==> src/rtl/mem_scheduler_pkg.sv <==
// Shared widths, frame size and encodings for the ZBT memory scheduler.
// Read-owner tags travel with each read so returning data reaches the right client.
package mem_scheduler_pkg;

    localparam int MEM_W           = 36;
    localparam int ADDR_W          = 19;
    localparam int FRAME_WORDS_DEF = 153600;

    typedef enum logic [1:0] {
        TAG_NONE = 2'd0,
        TAG_VGA  = 2'd1,
        TAG_PROC = 2'd2
    } tag_e;

    typedef enum logic [1:0] {
        GNT_NONE = 2'd0,
        GNT_VGA  = 2'd1,
        GNT_NTSC = 2'd2,
        GNT_PROC = 2'd3
    } grant_e;

    // Fixed priority: display never starves, camera beats processing.
    function automatic grant_e arbitrate(input logic vga_req,
                                         input logic ntsc_req,
                                         input logic proc_req);
        if (vga_req) begin
            return GNT_VGA;
        end
        if (ntsc_req) begin
            return GNT_NTSC;
        end
        if (proc_req) begin
            return GNT_PROC;
        end
        return GNT_NONE;
    endfunction

endpackage

==> src/rtl/mem_scheduler_wrap_counter.sv <==
// Modulo-N up counter with synchronous clear; wrap pulses in the cycle the
// counter steps from MODULUS-1 back to 0.
module wrap_counter #(
    parameter int WIDTH   = 18,
    parameter int MODULUS = 153600
) (
    input  logic             clock,
    input  logic             reset,
    input  logic             inc,
    input  logic             clear,
    output logic [WIDTH-1:0] count,
    output logic             wrap
);

    localparam logic [WIDTH-1:0] LAST = WIDTH'(MODULUS - 1);

    logic [WIDTH-1:0] count_d;
    logic [WIDTH-1:0] count_q;

    always_comb begin
        wrap    = inc && !clear && (count_q == LAST);
        count_d = count_q;
        if (clear) begin
            count_d = '0;
        end else if (inc) begin
            count_d = wrap ? '0 : count_q + WIDTH'(1);
        end
    end

    always_ff @(posedge clock) begin
        if (reset) begin
            count_q <= '0;
        end else begin
            count_q <= count_d;
        end
    end

    assign count = count_q;

endmodule

==> src/rtl/mem_scheduler.sv <==
// Single-port ZBT scheduler: display reads, camera writes and processing reads,
// with double-buffered frames swapped at vertical blank.
module mem_scheduler
    import mem_scheduler_pkg::*;
#(
    parameter int LOG_MEM     = MEM_W,
    parameter int LOG_ADDR    = ADDR_W,
    parameter int FRAME_WORDS = FRAME_WORDS_DEF
) (
    input  logic                clock,
    input  logic                reset,
    input  logic                frame_flag,
    input  logic                vga_flag,
    output logic [LOG_MEM-1:0]  vga_pixel,
    output logic                done_vga,
    input  logic                ntsc_flag,
    input  logic [LOG_MEM-1:0]  ntsc_pixel,
    output logic                done_ntsc,
    input  logic                proc_flag,
    input  logic [LOG_ADDR-1:0] proc_addr,
    output logic [LOG_MEM-1:0]  proc_pixel,
    output logic                done_proc,
    output logic [LOG_ADDR-1:0] mem_addr,
    output logic                mem_we,
    output logic [LOG_MEM-1:0]  mem_din,
    input  logic [LOG_MEM-1:0]  mem_dout,
    output logic                display_buf
);

    // The top address bit selects the frame buffer; the rest index within it.
    localparam int BUF_W = LOG_ADDR - 1;

    grant_e              grant;
    tag_e                tag_in;
    logic [BUF_W-1:0]    vga_addr;
    logic [BUF_W-1:0]    ntsc_addr;
    logic                vga_wrap_unused;
    logic                ntsc_wrap;
    logic                swap;

    logic [LOG_ADDR-1:0] mem_addr_d,    mem_addr_q;
    logic                display_buf_d, display_buf_q;
    logic                frame_done_d,  frame_done_q;
    tag_e                tag1_d,        tag1_q;
    tag_e                tag2_d,        tag2_q;

    // The display restarts its frame on frame_flag, so its request that cycle is dropped.
    always_comb begin
        grant = GNT_NONE;
        if (!reset) begin
            grant = arbitrate(vga_flag && !frame_flag, ntsc_flag, proc_flag);
        end
    end

    wrap_counter #(
        .WIDTH   (BUF_W),
        .MODULUS (FRAME_WORDS)
    ) u_vga_cnt (
        .clock (clock),
        .reset (reset),
        .inc   (grant == GNT_VGA),
        .clear (frame_flag),
        .count (vga_addr),
        .wrap  (vga_wrap_unused)
    );

    wrap_counter #(
        .WIDTH   (BUF_W),
        .MODULUS (FRAME_WORDS)
    ) u_ntsc_cnt (
        .clock (clock),
        .reset (reset),
        .inc   (grant == GNT_NTSC),
        .clear (1'b0),
        .count (ntsc_addr),
        .wrap  (ntsc_wrap)
    );

    always_comb begin
        mem_addr_d = reset ? '0 : mem_addr_q;
        mem_we     = 1'b0;
        mem_din    = '0;
        done_ntsc  = 1'b0;
        tag_in     = TAG_NONE;
        unique case (grant)
            GNT_VGA: begin
                mem_addr_d = {display_buf_q, vga_addr};
                tag_in     = TAG_VGA;
            end
            GNT_NTSC: begin
                mem_addr_d = {~display_buf_q, ntsc_addr};
                mem_we     = 1'b1;
                mem_din    = ntsc_pixel;
                done_ntsc  = 1'b1;
            end
            GNT_PROC: begin
                mem_addr_d = proc_addr;
                tag_in     = TAG_PROC;
            end
            default: begin
            end
        endcase
    end

    // A wrap landing on frame_flag swaps immediately instead of arming the sticky flag.
    always_comb begin
        swap          = frame_flag && (frame_done_q || ntsc_wrap);
        display_buf_d = display_buf_q ^ swap;
        frame_done_d  = frame_flag ? 1'b0 : (frame_done_q || ntsc_wrap);
        tag1_d        = tag_in;
        tag2_d        = tag1_q;
    end

    always_ff @(posedge clock) begin
        if (reset) begin
            mem_addr_q    <= '0;
            display_buf_q <= 1'b0;
            frame_done_q  <= 1'b0;
            tag1_q        <= TAG_NONE;
            tag2_q        <= TAG_NONE;
        end else begin
            mem_addr_q    <= mem_addr_d;
            display_buf_q <= display_buf_d;
            frame_done_q  <= frame_done_d;
            tag1_q        <= tag1_d;
            tag2_q        <= tag2_d;
        end
    end

    always_comb begin
        done_vga    = !reset && (tag2_q == TAG_VGA);
        done_proc   = !reset && (tag2_q == TAG_PROC);
        vga_pixel   = done_vga  ? mem_dout : '0;
        proc_pixel  = done_proc ? mem_dout : '0;
        mem_addr    = mem_addr_d;
        display_buf = display_buf_q;
    end

endmodule
==> config.mk <==
export PLATFORM = sky130hd
export DESIGN_NAME = mem_scheduler
export DESIGN_NICKNAME = d
export VERILOG_FILES = /design/src/rtl/mem_scheduler_pkg.sv /design/src/rtl/mem_scheduler_wrap_counter.sv /design/src/rtl/mem_scheduler.sv
export SDC_FILE = /design/constraint.sdc
export NUM_CORES = 1
export LEC_CHECK = 0
export ABC_CLOCK_PERIOD_IN_PS = 5100
export CORE_UTILIZATION = 42
export CTS_CLUSTER_DIAMETER = 40
export DETAILED_ROUTE_END_ITERATION = 6
export GPL_TIMING_DRIVEN = 1
export PLACE_DENSITY = 0.88
export SETUP_SLACK_MARGIN = 0.2
export SLEW_MARGIN = 20
export SYNTH_ARGS = -nofsm -noshare
export SYNTH_HDL_FRONTEND = slang
export SYNTH_SLANG_ARGS = --single-unit
==> constraint.sdc <==
create_clock -name clock -period 5.1 [get_ports clock]
set_clock_uncertainty 0.2 [all_clocks]
set_input_delay 1.53 -clock clock [delete_from_list [all_inputs] [get_ports clock]]
set_output_delay 1.53 -clock clock [all_outputs]
set_load 0.02 [all_outputs]
After elaboration in Yosys (flattened, before gate mapping)
Index checks and enable logic that the tools add are counted.
{"block": "word_totals", "ff_bits": 61, "output_inout_bits": 132, "input_bits": 97, "elab_cells": 54}
{"block": "classes", "eq_ne": 7, "bitwise_logic": 2, "mux": 25, "addsub": 2, "reduce_logical": 11}
{"operator": "two-way mux 36 bit", "n": 3}
{"operator": "case mux 19 bit (3 select lines)", "n": 1}
{"operator": "adder 18 x 1 -> 18 bit (second input constant)", "n": 2}
{"operator": "== test 18 bit (second input constant)", "n": 2}
{"operator": "two-way mux 18 bit", "n": 2}
{"operator": "two-way mux 19 bit", "n": 1}
{"operator": "two-way mux 2 bit", "n": 7}
{"operator": "two-way mux 1 bit", "n": 10}
{"operator": "logical AND 1 bit", "n": 7}
{"operator": "== test 2 bit (second input constant)", "n": 3}
{"operator": "== test 2 x 1 -> 1 bit (second input constant)", "n": 2}
{"operator": "case mux 2 bit (2 select lines)", "n": 1}
{"operator": "zero test 1 bit", "n": 2}
{"operator": "OR reduction 2 bit", "n": 1}
{"operator": "logical OR 1 bit", "n": 1}
{"operator": "inverter 1 bit", "n": 1}
{"operator": "bitwise XOR 1 bit", "n": 1}

Depth between registers and ports, before layout
{"block": "logic_depth", "word_depth": 18, "mapped_depth": 7, "mapped_depth_nobuf": 5}

Modules after synthesis
Synthesis repeated with hierarchy kept, for this count alone.
{"block": "unflattened", "hier_cells": 490, "hier_area_um2": 4063.9}
{"module": "mem_scheduler", "instances": 1, "cells_each": 292, "seq_area_each_um2": 500.5, "area_each_um2": 2299.7}
{"module": "wrap_counter", "instances": 2, "cells_each": 99, "seq_area_each_um2": 360.3, "area_each_um2": 882.1}

Worst setup path before layout
OpenSTA, ideal clock, no wires.
{"block": "synth_path", "path_type": "input-to-output", "startpoint": "in frame_flag", "endpoint": "out mem_addr[15]", "cell_stages": 6, "required_ps": 3370, "n_path_buf": 3, "t_arrival_ps": 2929, "slack_ps": 441, "path_cell_list": "buf_2 -> nand2b_1 -> clkbuf_1 -> buf_1 -> nand2_1 -> a21oi_1"}
{"block": "synth_between", "elab_chain_cells": 8, "word_cells_on_any_way": 10, "cone_classes": "eq/ne: 3; mux: 5; reduce/logical: 2"}
{"element": "from (decl)", "line_no": "mem_scheduler.sv:12", "source": "input logic frame_flag,"}
{"element": "zero test 1 bit (*)", "line_no": "mem_scheduler.sv:51", "source": "grant = arbitrate(vga_flag && !frame_flag, ntsc_flag, proc_flag);"}
{"element": "logical AND 1 bit (*)", "line_no": "mem_scheduler.sv:51"}
{"element": "two-way mux 1 bit (*)", "line_no": "mem_scheduler_pkg.sv:26", "source": "if (vga_req) begin"}
{"element": "two-way mux 1 bit (*)", "line_no": "mem_scheduler.sv:50", "source": "if (!reset) begin"}
{"element": "two-way mux 2 bit (*)", "line_no": "mem_scheduler_pkg.sv:29", "source": "if (ntsc_req) begin"}
{"element": "two-way mux 2 bit (*)", "line_no": "mem_scheduler.sv:50"}
{"element": "== test 2 bit or == test 2 x 1 -> 1 bit (tied branches)", "line_no": "mem_scheduler.sv:85", "source": "unique case (grant)"}
{"element": "case mux 19 bit (3 select lines) (*)", "line_no": "mem_scheduler.sv:85"}
{"element": "to (decl)", "line_no": "mem_scheduler.sv:23", "source": "output logic [LOG_ADDR-1:0] mem_addr,"}
Every way passes the cells marked *; elsewhere a longest branch is shown, timed or not. The select of a mux whose other input is x is not followed.

Final worst setup path
{"block": "layout_path", "startpoint": "in ntsc_flag", "endpoint": "out mem_addr[18]"}
{"block": "layout_between", "elab_chain_cells": 8, "word_cells_on_any_way": 13, "cone_classes": "eq/ne: 3; mux: 10"}
{"element": "from (decl)", "line_no": "mem_scheduler.sv:16", "source": "input logic ntsc_flag,"}
{"element": "two-way mux 2 bit or two-way mux 1 bit (tied branches)", "line_no": "mem_scheduler_pkg.sv:29"}
{"element": "two-way mux 2 bit or two-way mux 1 bit (tied branches)", "line_no": "mem_scheduler_pkg.sv:32, mem_scheduler_pkg.sv:29"}
{"element": "two-way mux 2 bit or two-way mux 1 bit (tied branches)", "line_no": "mem_scheduler_pkg.sv:35, mem_scheduler.sv:50"}
{"element": "two-way mux 2 bit (*)", "line_no": "mem_scheduler_pkg.sv:32", "source": "if (proc_req) begin"}
{"element": "two-way mux 2 bit (*)", "line_no": "mem_scheduler_pkg.sv:29"}
{"element": "two-way mux 2 bit (*)", "line_no": "mem_scheduler.sv:50"}
{"element": "== test 2 bit or == test 2 x 1 -> 1 bit (tied branches)", "line_no": "mem_scheduler.sv:85"}
{"element": "case mux 19 bit (3 select lines) (*)", "line_no": "mem_scheduler.sv:85"}
Marked as above.

==> results.sh <==
export IMPL_fin_total_pwr_mw=1.257
export IMPL_overflow=0
export IMPL_status="finished, violations left"
export IMPL_drt_vias_per_instance=5.590
export IMPL_grt_max_degree=43
export IMPL_max_cap_viol_count=0
export IMPL_min_period_ns=4.930
export IMPL_syn_num_nets=625
export IMPL_wl_per_cell_um=17.51
export IMPL_cts_sinks=61
export IMPL_clk_pin_slew_ns=0.06
export IMPL_crit_fanout=28
export IMPL_p_switching_mw=0.3064
export IMPL_fin_nets=851
export IMPL_grt_pass1_wl_um=23330
export IMPL_clkPwrFrac=0.419
export IMPL_drc=5
export IMPL_drv_slew=0
export IMPL_dp_cells=848
export IMPL_cts_path_max_buffers=2
export IMPL_fmax_mhz=202.8
export IMPL_clk_latency_ns=0.34
export IMPL_syn_inst=526
export IMPL_synth_cell_type_count=51
export IMPL_synth_edf_count=0
export IMPL_die_w_um=98.44
export IMPL_drt_iter0_markers=354
export IMPL_violations="design-rule violations"
export IMPL_synthTopCellsByCount="and2_1, nand2_1, dfxtp_1"
export IMPL_syn2layout_area_growth_pct=69.15
export IMPL_drt_pass1_iter_count=7
export IMPL_avgSynthCellArea_um2=7.426
export IMPL_ant_nets=0
export IMPL_start_util=0.4415
export IMPL_yosysWarningCount=0
export IMPL_placementRows=34
export IMPL_internal_power_mw=0.9501
export IMPL_required_ns=3.37
export IMPL_grt_pass1_vias=4521
export IMPL_dp_final_hpwl_um=11470
export IMPL_vdd_drop_max_uv=177.1
export IMPL_finalSetupViolations=0
export IMPL_synth_area_um2=3906
export IMPL_final_period_utilization=0.9667
export IMPL_numPortBuffers=228
export IMPL_cp_slowest_cell="clkdlybuf4s50_1"
export IMPL_critPathArrivalTime_ns=3.20
export IMPL_hp_class="flip-flop to flip-flop"
export IMPL_p_sw_frac=0.2439
export IMPL_dieArea_um2=9690
export IMPL_cp_end_kind="output pin"
export IMPL_relSlewSlack=0.3111
export IMPL_pwr_share_seq=0.387
export IMPL_chipHeight_um=98.44
export IMPL_core_um2=8848
export IMPL_utilization=0.7467
export IMPL_synth_seq_cells=61
export IMPL_start_kind="primary input"
export IMPL_synth_area_leader_cell="dfxtp_1"
export IMPL_io_pins=229
export IMPL_cellLeakagePower_nw=2.609
export IMPL_synth_area_leaders="dfxtp_1, and2_1, a21oi_1, nand2_1, and3_1"
export IMPL_synthArstFlopShare=0
export IMPL_crit_path_max_incr_delay_ns=0.46
export IMPL_grt_usage=0.3052
export IMPL_final_hold_viol_count=0
export IMPL_worst_slew_pin_slew_ns=1.027
export IMPL_ys_flop_type="dfxtp_1"
export IMPL_p_per_area_nw_per_um2=190.2
export IMPL_synth_seq_area_share=0.3126
export IMPL_crit_family="buffers and inverters"
export IMPL_critPathKind="primary input to output pin"
export IMPL_layout_drive_gt1_share=0.1083
export IMPL_cts_root_buf="clkbuf_8"
export IMPL_path_cells="clkdlybuf4s50_1 > buf_12 > nand2b_1 > a31oi_1 > o22ai_1 > a21oi_1 > clkbuf_2"
export IMPL_stdcell_count=865
export IMPL_antenna_found_initial=0
export IMPL_finalWirelength_um=15150
export IMPL_power_frac_comb=0.194
export IMPL_n_antenna_cell=0
export IMPL_via_count=4835
export IMPL_cts_tree="built"
export IMPL_cts_max_level=3
export IMPL_synth_top_area_frac=0.3126
export IMPL_critPathBufInv=3
export IMPL_cts_inserted_buffers=9
export IMPL_holdWs_ns=0.2355
export IMPL_place_congestion=0.8901
export IMPL_grt_setup_unrepaired="yes"
[sequential cells by signal, indices dropped and copies added (netlist names)]
| register | cells |
|---|---|
| frame_done_q | 1 |
| u_vga_cnt.count | 18 |
| display_buf | 1 |
| u_ntsc_cnt.count | 18 |
| tag1_q | 2 |
| tag2_q | 2 |
| mem_addr_q | 19 |
[cells by family after synthesis]
| group | count (synthesis) | synth area share |
|---|---|---|
| AO/OA/AOI/OAI | 109 | 0.1570 |
| XOR/XNOR | 12 | 0.02691 |
| adder cells (fa/ha/maj) | 2 | 0.006405 |
| buffers and inverters | 47 | 0.04772 |
| flip-flops | 61 | 0.3126 |
| multiplexers | 20 | 0.05189 |
| AND/OR/NAND/NOR | 275 | 0.3975 |
[power by group through the flow]
stage               clock network, mW  logic [mW]  registers, mW
floorplan                           0      0.0982          0.496
detailed placement                  0       0.248          0.497
finish                          0.527       0.244          0.486
CTS                             0.531       0.239          0.486
global route                    0.555       0.258          0.487
global placement                    0       0.243          0.497
[routing by layer]
layer  GRT usage  part of all wire  routed length [um]
met3     0.07234             0.072                1094
met2      0.5309              0.50                7599
met1      0.3812              0.42                6305
met5           0                 0                   0
met4     0.07577            0.0099                 150
[per-stage QoR]
stage	setup TNS (ns)	area, um2	worst slack, ns
6_report	0	6608	0.1698
5_1_grt	0	6608	0.1399
4_1_cts	0	6620	0.08579
3_5_place_dp	-1.649	6440	-0.1571
3_3_place_gp	-0.7616	6440	-0.1877
2_1_floorplan	0	3906	0.4412
[path summary, 6_finish.rpt]
| path | cells past startpoint | slack (ns) | startpoint | to |
|---|---|---|---|---|
| worst max-delay path | 7 | 0.17 | ntsc_flag | mem_addr[18] |
| worst min-delay path | 1 | 0.24 | tag1_q[0] | tag2_q[0] |
| worst max register to register | 5 | 2.58 | u_vga_cnt.count[0] | u_vga_cnt.count[5] |
| worst min register to register | 1 | 0.24 | tag1_q[0] | tag2_q[0] |
[cells in the final DEF (no fill, tap or decap), types with 3 or more instances in the layout]
cell type          n
and3_1            40
dfxtp_1           61
buf_4             15
xnor2_1            6
clkdlybuf4s50_1  169
dlygate4sd2_1      5
clkdlybuf4s15_1   28
inv_1              9
buf_12             7
o31ai_1            7
nand2b_1           3
nor2b_1            4
nand4_1           10
nand2_1           73
and2_1            73
mux2i_1           18
o21ai_0           29
nor4_1             3
xor2_1             6
bufinv_16          3
a21oi_1           57
nor2_1            17
clkbuf_2          21
nand3_1           11
and4_1             3
or3_1             10
or4_1              5
clkbuf_8          10
clkdlybuf4s15_2    3
nor3_1             4
o211ai_1           3
[layout make-up]
type	count	area (um2)
fill	677	2241
timing repair buffer	252	2461
multi-input combinational	418	2512
clock inverter	4	95.09
tap	108	135.1
sequential	61	1221
inverter	10	37.54
clock buffer	12	145.1
[repair_timing]
| action | in CTS | in global routing |
|---|---|---|
| hold buffers | 0 | 0 |
| resized for setup | 66 | 71 |
| buffers inserted | 0 | 0 |
| setup endpoints to repair | 57 | 51 |
| gates cloned | 0 | 1 |
Power figures use the tool's default switching activity.
==> variant (same flow settings) <==
`MEM_W`: 36 -> 28.
--- a/src/rtl/mem_scheduler_pkg.sv
+++ b/src/rtl/mem_scheduler_pkg.sv
@@ -2,7 +2,7 @@
 // Read-owner tags travel with each read so returning data reaches the right client.
 package mem_scheduler_pkg;
 
-    localparam int MEM_W           = 36;
+    localparam int MEM_W           = 28;
     localparam int ADDR_W          = 19;
     localparam int FRAME_WORDS_DEF = 153600;
 
Interface: changed (5 resized); port bits go from 229 to 189. The function was not compared with the original's and may differ.
==> variant against the original RTL <==
- sequential cell count unchanged
- setup slack improved by 59 ps
- power decreased by 6.9%
- routed wire length decreased by 9.3%
- area after synthesis decreased by 2.4%
- final area decreased by 8.2%
- utilization decreased by 5.4 points
- largest cell class unchanged
==> variant: results <==
group,metric,value,unit
finish,drive_above_1_share,0.141,
status,status,"finished, final reports clean",
routing,drt_wl_total,13.7,mm
placed_design,dp_hpwl,10.5,mm
setup_path,critPathArrivalTime,3140,ps
finish,nFillCells,712,
routing,viasPerCell,5.70,
routing,drt_iter0_markers,280,
global_routing,grt_pass1_vias,4097,
power,leakage,2.84,nW
timing,tightest_slew,682,ps
global_routing,track_usage,0.286,
yosys,synth_nets,537,
placed_design,place_inst,748,
routing,vias,4369,
setup_path,cp_max_fo,15,
placed_design,gp_congestion,0.939,
yosys,netlist_top_cells_area,"dfxtp_1, and2_1, a22o_1, and3_1, a2bb2oi_1",
routing,drtPass1Iterations,5,
die,coreArea,8760,um2
yosys,synth_cell_types,56,
power,ir_worst_vdd,199,uV
finish,nets,736,
yosys,synth.yosys.seq_area_share,0.320,
setup_path,critPathMaxStageDelay,510,ps
placed_design,io_buffers,188,
yosys,synth_common_cells,"dfxtp_1, and2_1, a22o_1, and3_1, nor2_1",
global_routing,grt_pass1_wl,21.5,mm
global_routing,grt_max_degree,37,
-- variant: changes by cell type after synthesis, sizes merged, moves of 6 or more --
cell,change
nand2,-50
clkbuf,-8
a2bb2oi,+15
o21ai,-15
a21oi,-42
and3,-6
or3,-6
buf,+10
nor2,+6
mux2i,-15
a22o,+36
o22ai,+15
and2,-16
-- variant: layer usage --
layer	wire length (um)	track usage
met2	6800	0.490
met4	276	0.104
met1	5480	0.357
met3	1170	0.0532
met5	0	0
-- variant: repair_timing --
item | 4_1_cts | 5_1_grt
endpoints found under the setup margin | 107 | 13
resized for setup | 166 | 6
setup buffers | 1 | 1
pin swaps | 0 | 0
-- variant: cell type report --
class | instances | area, um2 | area share
inverter | 5 | 18.8 | 0.00309
tap | 108 | 135 | 0.0223
multi-input combinational | 349 | 2420 | 0.399
timing repair buffer | 227 | 2080 | 0.342
clock inverter | 4 | 47.5 | 0.00784
clock buffer | 12 | 145 | 0.0239
sequential | 61 | 1220 | 0.201
-- variant: where the power goes --
group / total [mW] / internal (mW) / leakage [nW] / switching (mW)
clock network: 0.430 / 0.238 / 0.0964 / 0.192
logic: 0.247 / 0.131 / 2.25 / 0.116
registers: 0.492 / 0.486 / 0.494 / 0.00626
total: 1.17 / 0.854 / 2.84 / 0.315
-- variant: final timing paths --
path	startpoint	endpoint	slack, ps
min reg2reg	tag1_q[1]	tag2_q[1]	250
min	tag1_q[1]	tag2_q[1]	250
max reg2reg	u_vga_cnt.count[0]	u_vga_cnt.count[0]	2740
max	vga_flag	mem_addr[14]	230
-- variant: metrics by stage --
step           total power [mW]  setup TNS (ps)  setup WS, ps  cell area (um2)
2_1_floorplan             0.611               0           595             3810
4_1_cts                    1.17               0          94.0             6050
3_5_place_dp              0.759          -16580          -242             6000
3_3_place_gp              0.753          -12360          -201             6000
6_report                   1.17               0           229             6070
5_1_grt                    1.21               0           143             6070
-- variant: worst reg2reg max path, stage by stage, from the launching register on --
cell	delay [ps]
dfxtp_1	440
ha_1	180
and4bb_1	460
nand4_1	170
o21ai_2	580
o21ai_0	190
-- variant: cell families after synthesis --
kind of cell               share of synthesized area
buffers and inverters                         0.0558
adders and majority gates                    0.00656
and+or+nand+nor                                0.347
xor gates and xnor gates                      0.0391
DFF                                            0.320
muxes                                         0.0138
AOI/OAI and AO/OA                              0.217
